**src/rtl/uart_pkg.sv**
```systemverilog
// Shared constants, prescale mode enum and mode decode for the UART
// baud-rate generator.
package uart_pkg;

   localparam int BRG_PRESCALE_LO_LOG2   = 6;
   localparam int BRG_PRESCALE_HI_LOG2   = 4;
   localparam int BRG_PRESCALE_SYNC_LOG2 = 2;

   typedef enum logic [1:0] {
      MODE_SYNC4,
      MODE_ASYNC64,
      MODE_ASYNC16,
      MODE_ASYNC4
   } brg_mode_t;

   function automatic brg_mode_t brg_mode(
      input logic sync,
      input logic brgh,
      input logic brg16
   );
      brg_mode_t m;
      m = MODE_ASYNC64;
      unique case (1'b1)
         sync:                    m = MODE_SYNC4;
         !sync && !brg16 && !brgh: m = MODE_ASYNC64;
         !sync && !brg16 &&  brgh: m = MODE_ASYNC16;
         !sync &&  brg16 && !brgh: m = MODE_ASYNC16;
         !sync &&  brg16 &&  brgh: m = MODE_ASYNC4;
         default:                 m = MODE_ASYNC64;
      endcase
      return m;
   endfunction

endpackage

```
**src/rtl/uart_brg_prescaler.sv**
```systemverilog
// Prescale counter advanced by base ticks, with masked compares that
// produce the tx shift and rx mid-bit sample strobes.
module uart_brg_prescaler
   import uart_pkg::*;
#(
   parameter int PRESCALE_LO_LOG2   = BRG_PRESCALE_LO_LOG2,
   parameter int PRESCALE_HI_LOG2   = BRG_PRESCALE_HI_LOG2,
   parameter int PRESCALE_SYNC_LOG2 = BRG_PRESCALE_SYNC_LOG2
) (
   input  logic      clk,
   input  logic      rst,
   input  logic      clr,
   input  logic      tick,
   input  brg_mode_t mode,
   output logic      tx_shift,
   output logic      rx_sample
);

   localparam int W = PRESCALE_LO_LOG2;

   localparam logic [W-1:0] MASK_LO =
      W'((32'd1 << PRESCALE_LO_LOG2) - 32'd1);
   localparam logic [W-1:0] MASK_HI =
      W'((32'd1 << PRESCALE_HI_LOG2) - 32'd1);
   localparam logic [W-1:0] MASK_SYNC =
      W'((32'd1 << PRESCALE_SYNC_LOG2) - 32'd1);

   logic [W-1:0] pcount;
   logic [W-1:0] mask;
   logic [W-1:0] masked;

   // Select the active prescale mask from the decoded mode.
   always_comb begin
      mask = MASK_LO;
      unique case (mode)
         MODE_SYNC4:   mask = MASK_SYNC;
         MODE_ASYNC64: mask = MASK_LO;
         MODE_ASYNC16: mask = MASK_HI;
         MODE_ASYNC4:  mask = MASK_SYNC;
         default:      mask = MASK_LO;
      endcase
   end

   // Free-running prescale count; wraps naturally at full width.
   always_ff @(posedge clk) begin
      if (rst || clr)
         pcount <= '0;
      else if (tick)
         pcount <= pcount + W'(1);
   end

   assign masked    = pcount & mask;
   assign tx_shift  = tick && (masked == mask);
   assign rx_sample = tick && (masked == (mask >> 1));

endmodule

```
**src/rtl/uart_brg.sv**
```systemverilog
// UART baud-rate generator: SPBRG/SPBRGH registers and base divider.
// Optional 16-bit divisor support is enabled by defining UART_BRG16_EN.
module uart_brg
   import uart_pkg::*;
#(
   parameter int PRESCALE_LO_LOG2   = BRG_PRESCALE_LO_LOG2,
   parameter int PRESCALE_HI_LOG2   = BRG_PRESCALE_HI_LOG2,
   parameter int PRESCALE_SYNC_LOG2 = BRG_PRESCALE_SYNC_LOG2
) (
   input  logic       clk,
   input  logic       rst,
   input  logic       brg_en,
   input  logic       sync,
   input  logic       brgh,
   input  logic       brg16,
   input  logic       spbrg_reg_wr_en,
   input  logic [7:0] spbrg_reg_in,
   output logic [7:0] spbrg_reg_out,
   input  logic       spbrgh_reg_wr_en,
   input  logic [7:0] spbrgh_reg_in,
   output logic [7:0] spbrgh_reg_out,
   output logic       uart_tx_shift_en,
   output logic       uart_rx_sample_en
);

   logic [7:0]  spbrg;
   logic [7:0]  spbrgh;
   logic [15:0] base;
   logic [15:0] divisor;
   logic        brg16_eff;
   logic        wr;
   logic        tick;
   brg_mode_t   mode;

`ifdef UART_BRG16_EN
   assign brg16_eff = brg16;
   assign wr        = spbrg_reg_wr_en | spbrgh_reg_wr_en;

   // High divisor byte register.
   always_ff @(posedge clk) begin
      if (rst)
         spbrgh <= 8'h00;
      else if (spbrgh_reg_wr_en)
         spbrgh <= spbrgh_reg_in;
   end
`else
   logic unused_brg16;

   assign brg16_eff   = 1'b0;
   assign wr          = spbrg_reg_wr_en;
   assign spbrgh      = 8'h00;
   assign unused_brg16 = ^{spbrgh_reg_in, spbrgh_reg_wr_en, brg16};
`endif

   // Low divisor byte register.
   always_ff @(posedge clk) begin
      if (rst)
         spbrg <= 8'h00;
      else if (spbrg_reg_wr_en)
         spbrg <= spbrg_reg_in;
   end

   assign divisor = brg16_eff ? {spbrgh, spbrg} : {8'h00, spbrg};
   assign mode    = brg_mode(sync, brgh, brg16_eff);

   // >= rather than == so a shrinking divisor never strands the count.
   assign tick = brg_en && !rst && !wr && (base >= divisor);

   // Base divider: counts up to the divisor, then restarts.
   always_ff @(posedge clk) begin
      if (rst || wr || !brg_en || (base >= divisor))
         base <= 16'h0000;
      else
         base <= base + 16'h0001;
   end

   uart_brg_prescaler #(
      .PRESCALE_LO_LOG2  (PRESCALE_LO_LOG2),
      .PRESCALE_HI_LOG2  (PRESCALE_HI_LOG2),
      .PRESCALE_SYNC_LOG2(PRESCALE_SYNC_LOG2)
   ) u_prescaler (
      .clk      (clk),
      .rst      (rst),
      .clr      (wr || !brg_en),
      .tick     (tick),
      .mode     (mode),
      .tx_shift (uart_tx_shift_en),
      .rx_sample(uart_rx_sample_en)
   );

   assign spbrg_reg_out  = spbrg;
   assign spbrgh_reg_out = spbrgh;

endmodule

```
**config.mk**
```make
export PLATFORM = sky130hd
export DESIGN_NAME = uart_brg
export DESIGN_NICKNAME = d
export VERILOG_FILES = /design/src/rtl/uart_pkg.sv /design/src/rtl/uart_brg_prescaler.sv /design/src/rtl/uart_brg.sv
export SDC_FILE = /design/constraint.sdc
export NUM_CORES = 1
export LEC_CHECK = 0
export ABC_AREA = 0
export ABC_CLOCK_PERIOD_IN_PS = 3800
export CAP_MARGIN = 10
export CORE_MARGIN = 2
export CORE_UTILIZATION = 50
export DETAILED_ROUTE_END_ITERATION = 6
export GPL_TIMING_DRIVEN = 0
export PLACE_DENSITY = 0.89
export RECOVER_POWER = 25
export SETUP_SLACK_MARGIN = 0.5
export SYNTH_ARGS = -nofsm -noshare
export SYNTH_HDL_FRONTEND = slang
export SYNTH_SLANG_ARGS = --single-unit
export TNS_END_PERCENT = 1
```
**constraint.sdc**
```tcl
create_clock -name clk -period 3.8 [get_ports clk]
set_clock_uncertainty 0.05 [all_clocks]
set_input_delay 0.76 -clock clk [delete_from_list [all_inputs] [get_ports clk]]
set_output_delay 0.76 -clock clk [all_outputs]
set_load 0.02 [all_outputs]
```
==> results_dict.tcl, run 1 <==
set metrics [dict create \
    crit_type "reg -> out" \
    ir_worst_vdd_v 0.000253 \
    final-seq-area_um2 601 \
    crit_arrival_ps 2310 \
    cts_tree "yes" \
    p_leak_nw 0.766 \
    drtIter0Drc 45 \
    drive_above_1_share 0.122 \
    max_freq_ghz 0.320 \
    maxCapViolations 0 \
    cts_hold_buf 0 \
    antennaDiodeCount 0 \
    multi_input_area_um2 801 \
    routed_wl_mm 2.53 \
    drc 0 \
    cts_max_level 2 \
    die_w_um 58.0 \
    period_share 0.822 \
    coreArea_mm2 0.00276 \
    hpwl_mm 1.96 \
    slew_viol_final 0 \
    gp_congestion 0.743 \
    rsz0062_at_grt "no" \
    setup_viol 0 \
    vias_per_cell 4.89 \
    status "completed" \
    ys_types 32 \
    hp-class "reg -> reg" \
    grt_pass1_vias 1075 \
    pwr_density_cell_mw_per_mm2 331 \
    cts.path.max_buffers 2 \
    antenna_found_initial 0 \
    cp_max_fo 4 \
    fillCellCount 232 \
    netlist_area_mm2 0.00146 \
    ant_nets 0 \
    die_area_mm2 0.00337 \
    rows 19 \
    initial_core_util 0.529 \
    port_buffers 21 \
    fin_nets 238 \
    setup_tns_ps 0 \
    die_y_um 58.0 \
    synthToLayoutAreaGrowth_pct 25.4 \
    hold_viol_final 0 \
    netlist_instances 161 \
    cp-start-kind "register" \
    placed_cell_area_mm2 0.00176 \
    clock-sinks 30 \
    cp.required_ps 2990 \
    grt_overflow_total 0 \
    firstDrtPassIters 4 \
    cts_root_buf "clkbuf_4" \
    synth-seq-cells 30 \
    grt_usage 0.176 \
    period_needed_ps 3120 \
    grt_pass1_wl_mm 4.42 \
    wl_per_cell_um 10.7 \
    clkTransAtPathRegs_ps 90 \
    insertion_delay_ps 340 \
    ys_seq_area_frac 0.411 \
    avgSynthCellArea_um2 9.07 \
    cts_buffers 5 \
    grt_max_degree 11 \
    dr_total_vias 1153 \
    ios 42 \
    yosysWarnings 0 \
    final_area_mm2 0.00183 \
    critPathCaptureType "primary output" \
]
[layout make-up]
cell class / count / share of cell area
plain buffers: 11 / 0.0403
clock buffers: 7 / 0.0301
clock inverters: 1 / 0.00273
inverters: 10 / 0.0205
multi-input cells: 124 / 0.437
flip-flops and latches: 30 / 0.328
well taps: 31 / 0.0212
repair buffers: 22 / 0.120
[cells in the mapped netlist]
library cell	number	share of area
a21oi_1	7	0.024
o21ai_2	2	0.012
and4_1	1	0.0060
buf_4	8	0.041
inv_1	10	0.026
nor2_1	24	0.062
mux2i_1	12	0.082
conb_1	1	0.0026
clkbuf_1	1	0.0026
buf_2	2	0.0069
a21boi_1	1	0.0051
dfxtp_1	30	0.41
a31oi_4	1	0.015
nor4_1	1	0.0043
xor2_1	4	0.024
o21ai_0	4	0.014
and2_1	1	0.0043
a211oi_1	1	0.0051
a21o_2	1	0.0060
a31o_2	1	0.0060
nand3_2	1	0.0069
nor2b_1	1	0.0043
nand2b_1	2	0.0086
o211ai_1	1	0.0051
nand4_1	2	0.0086
a2111oi_4	1	0.019
nor3_1	3	0.010
a2111o_1	1	0.0077
xnor2_1	3	0.018
nand2_1	14	0.036
ha_1	10	0.086
nand3_1	9	0.031
[worst paths after layout]
path	from	endpoint	slack (ps)	cells past startpoint
worst min-delay path	base[0]	base[0]	420	1
worst min register to register	base[0]	base[0]	420	1
worst max-delay path	spbrg_reg_out[7]	uart_rx_sample_en	680	8
worst max register to register	spbrg_reg_out[3]	u_prescaler.pcount[5]	1800	8
[through the flow]
| step | hold slack (ps) | worst slack (ps) | std cells | utilization | total power, mW |
|---|---|---|---|---|---|
| 2_1_floorplan | 380 | 1130 | 175 | - | 0.390 |
| 3_3_place_gp | 395 | 618 | 227 | 0.639 | 0.418 |
| 3_5_place_dp | 410 | 620 | 227 | 0.639 | 0.420 |
| 4_1_cts | 432 | 404 | 236 | 0.663 | 0.617 |
| 5_1_grt | 459 | 549 | 236 | 0.664 | 0.636 |
| 6_report | 422 | 676 | 236 | 0.664 | 0.606 |
[per-layer routing]
metal | track usage | up-vias | part of all wire
met5 | 0 | - | 0
met4 | 0.106 | 0 | 0.021
met3 | 0.0692 | 5 | 0.052
met2 | 0.265 | 26 | 0.46
met1 | 0.211 | 510 | 0.47
li1 | - | 612 | -
[flip-flops by register name, summed over array words and instances (netlist names)]
signal              cells
u_prescaler.pcount      6
base                   16
spbrg_reg_out           8
[cells by family (layout without fill, tap and decap cells)]
logic type | count (synthesis) | in the layout | synth area share
compound gates | 21 | 21 | 0.118
xor+xnor | 7 | 7 | 0.0420
fa+ha+maj | 10 | 10 | 0.0857
buf+inv | 21 | 51 | 0.0763
flops | 30 | 30 | 0.411
mux | 12 | 12 | 0.0823
other cells | 1 | 15 | 0.00257
simple gates | 59 | 59 | 0.182
[worst max-delay path: stages, from the launching register on]
cell and delay (ps):
dfxtp_1 350, inv_1 60, ha_1 370, a211oi_1 230, nand3_1 170, a31oi_4 190, a21boi_1 100, and4_1 200
dlygate4sd2_1 320
[power breakdown]
part	leakage [nW]	internal, mW	total [mW]	switching [mW]
Clock	0.0353	0.0894	0.195	0.106
Sequential	0.246	0.324	0.329	0.00539
Combinational	0.484	0.0382	0.0817	0.0435
Total	0.766	0.451	0.606	0.155
[what timing repair did]
action / in CTS / in global routing
cloned: 0 / 0
resized for setup: 1 / 1
buffers inserted: 1 / 0
setup endpoints to repair: 2 / 1
[placed cells by master, fill, tap and decap left out, types with 3 or more instances in the layout]
| master | count |
|---|---|
| nand2_1 | 14 |
| xor2_1 | 4 |
| nand3_1 | 9 |
| a21oi_1 | 7 |
| ha_1 | 10 |
| clkdlybuf4s50_1 | 11 |
| dlygate4sd3_1 | 8 |
| dfxtp_1 | 30 |
| inv_1 | 10 |
| buf_4 | 9 |
| mux2i_1 | 12 |
| o21ai_0 | 4 |
| nor2_1 | 24 |
| clkbuf_4 | 5 |
| conb_1 | 15 |
| nor3_1 | 3 |
| xnor2_1 | 3 |
No activity file was read; power rests on OpenSTA's default activity.
==> run 2: changes to the inputs <==
--- a/config.mk
+++ b/config.mk
@@ -6,13 +6,13 @@
 export NUM_CORES = 1
 export LEC_CHECK = 0
 export ABC_AREA = 0
-export ABC_CLOCK_PERIOD_IN_PS = 3800
+export ABC_CLOCK_PERIOD_IN_PS = 2800
 export CAP_MARGIN = 10
 export CORE_MARGIN = 2
-export CORE_UTILIZATION = 50
+export CORE_UTILIZATION = 42
 export DETAILED_ROUTE_END_ITERATION = 6
 export GPL_TIMING_DRIVEN = 0
-export PLACE_DENSITY = 0.89
+export PLACE_DENSITY = 0.81
 export RECOVER_POWER = 25
 export SETUP_SLACK_MARGIN = 0.5
 export SYNTH_ARGS = -nofsm -noshare
==> constraint.sdc (replaced) <==
create_clock -name clk -period 2.8 [get_ports clk]
set_clock_uncertainty 0.05 [all_clocks]
set_input_delay 0.56 -clock clk [delete_from_list [all_inputs] [get_ports clk]]
set_output_delay 0.56 -clock clk [all_outputs]
set_load 0.02 [all_outputs]
==> run 2 against run 1 <==
Compared with the run above: hold slack got worse by 28 ps; design area increased by 12%; first-iteration DRC count decreased by 31%; highest routed layer unchanged.
==> results_dict.tcl, run 2 (same netlist as run 1, synthesis figures left out) <==
set metrics [dict create \
    routed_wl_mm 3.05 \
    slew_viol_final 0 \
    port_buffers 21 \
    cp_slowest_cell "dfxtp_2" \
    hp-class "reg -> reg" \
    coreArea_mm2 0.00334 \
    cp.required_ps 2190 \
    crit_arrival_ps 2000 \
    r2r_cells 8 \
    wl_per_cell_um 11.5 \
    power_mw 0.852 \
    ios 42 \
    max_freq_ghz 0.384 \
    clock-sinks 30 \
    drc 0 \
    slowest_delay_ps 370 \
    grt_overflow_total 0 \
    layout_setup_ws_ps 193 \
    placed_cell_area_mm2 0.00180 \
    hold_viol_final 0 \
    insertion_delay_ps 310 \
    rr_startpoint "spbrg_reg_out[6]" \
    period_share 0.931 \
    timing.reg2reg.setup_slack_ps 700 \
    whs_path_depth 1 \
    setup_viol 0 \
    drive_above_1_share 0.312 \
    die_y_um 63.0 \
    ant_nets 0 \
    cts.path.max_buffers 2 \
    critPathCaptureType "primary output" \
    largest-register "base" \
    grt_max_degree 11 \
    mostFrequentLayoutCell "nor2_1" \
    final-seq-area_um2 614 \
    p_leak_nw 0.820 \
    setup_tns_ps 0 \
    antenna_found_initial 0 \
    maxCapViolations 0 \
    final_cell_mix "24 x nor2_1, 22 x buf_4, 19 x dfxtp_1, 15 x conb_1, 14 x nand2_1" \
    final_area_mm2 0.00205 \
    status "completed" \
    antennaDiodeCount 0 \
    pwr_density_cell_mw_per_mm2 415 \
    initial_core_util 0.438 \
    largest_reg_flops 16 \
    rows 21 \
    clkTransAtPathRegs_ps 90 \
    cp-start-kind "register" \
    crit_type "reg -> out" \
    ir_worst_vdd_v 0.000292 \
    utilization 0.616 \
    grt_pass1_vias 1177 \
    rsz0062_at_grt "yes" \
    cp-startpoint "spbrg_reg_out[7]" \
    grt_usage 0.159 \
    grt_pass1_wl_mm 5.00 \
    cts_tree "yes" \
    cp_max_fo 3 \
    vias_per_cell 4.77 \
    die_w_um 63.0 \
    cts_buffers 5 \
    multi_input_area_um2 900 \
    hpwl_mm 2.01 \
    drtIter0Drc 31 \
    period_needed_ps 2610 \
    cts_root_buf "clkbuf_4" \
    gp_congestion 0.773 \
    detailedPlace.worstSlack_ps -40.6 \
    cts_max_level 2 \
    synthToLayoutAreaGrowth_pct 40.7 \
    hp-start "base[0]" \
    fillCellCount 289 \
    cts_hold_buf 0 \
    die_area_mm2 0.00396 \
    firstDrtPassIters 4 \
    fin_nets 251 \
    worstPathCellList "inv_2 > ha_4 > a211oi_2 > nand3_1 > buf_4 > a31oi_4 > a21boi_2 > and4_4 > buf_6" \
    dr_total_vias 1259 \
]
## run 2: path summary, 6_finish.rpt
| check | endpoint |
|---|---|
| hold / removal | base[0] |
| setup reg to reg | u_prescaler.pcount[5] |
| hold reg to reg | base[0] |
| setup / recovery | uart_rx_sample_en |
## run 2: routing by layer
layer	wire length, µm	vias up	GRT usage
met1	1380	572	0.184
met4	55	0	0.0611
met5	0	-	0
met2	1480	44	0.266
met3	141	8	0.0577
li1	-	635	-
## run 2: stage by stage
| stage | instances | hold slack, ps |
|---|---|---|
| finish | 264 | 394 |
| floorplan | 175 | 380 |
| CTS | 259 | 387 |
| global placement | 242 | 393 |
| global route | 264 | 415 |
| detailed placement | 242 | 404 |
## run 2: critical path, delay by kind of cell (launching register included)
| kind | cells | cell delay [ps] |
|---|---|---|
| adder cells (fa/ha/maj) | 1 | 220 |
| AND/OR/NAND/NOR | 2 | 340 |
| flip-flops | 1 | 370 |
| buffers and inverters | 3 | 350 |
| AO/OA/AOI/OAI | 3 | 410 |
## run 2: cell type report
class	count	area share
well taps	46	0.0280
inverters	10	0.0183
plain buffers	11	0.0359
repair buffers	35	0.152
multi-input cells	124	0.438
flip-flops and latches	30	0.299
clock buffers	7	0.0268
clock inverters	1	0.00244
## run 2: repair_timing
item,in CTS,in global routing
pin swaps,10,7
resized for setup,25,8
setup buffers,9,5
endpoints found under the setup margin,2,2
## run 2: report_power, final
part	internal (mW)	switching, mW
combinational	0.0676	0.0690
clock	0.122	0.144
sequential	0.440	0.00910
total	0.630	0.222
==> run 3: changes to the inputs <==
--- a/config.mk
+++ b/config.mk
@@ -7,7 +7,6 @@
 export LEC_CHECK = 0
 export ABC_AREA = 0
 export ABC_CLOCK_PERIOD_IN_PS = 2800
-export CAP_MARGIN = 10
 export CORE_MARGIN = 2
 export CORE_UTILIZATION = 42
 export DETAILED_ROUTE_END_ITERATION = 6
==> results of run 3 <==
The final DEF is identical to that of run 2; final timing and power are the same.
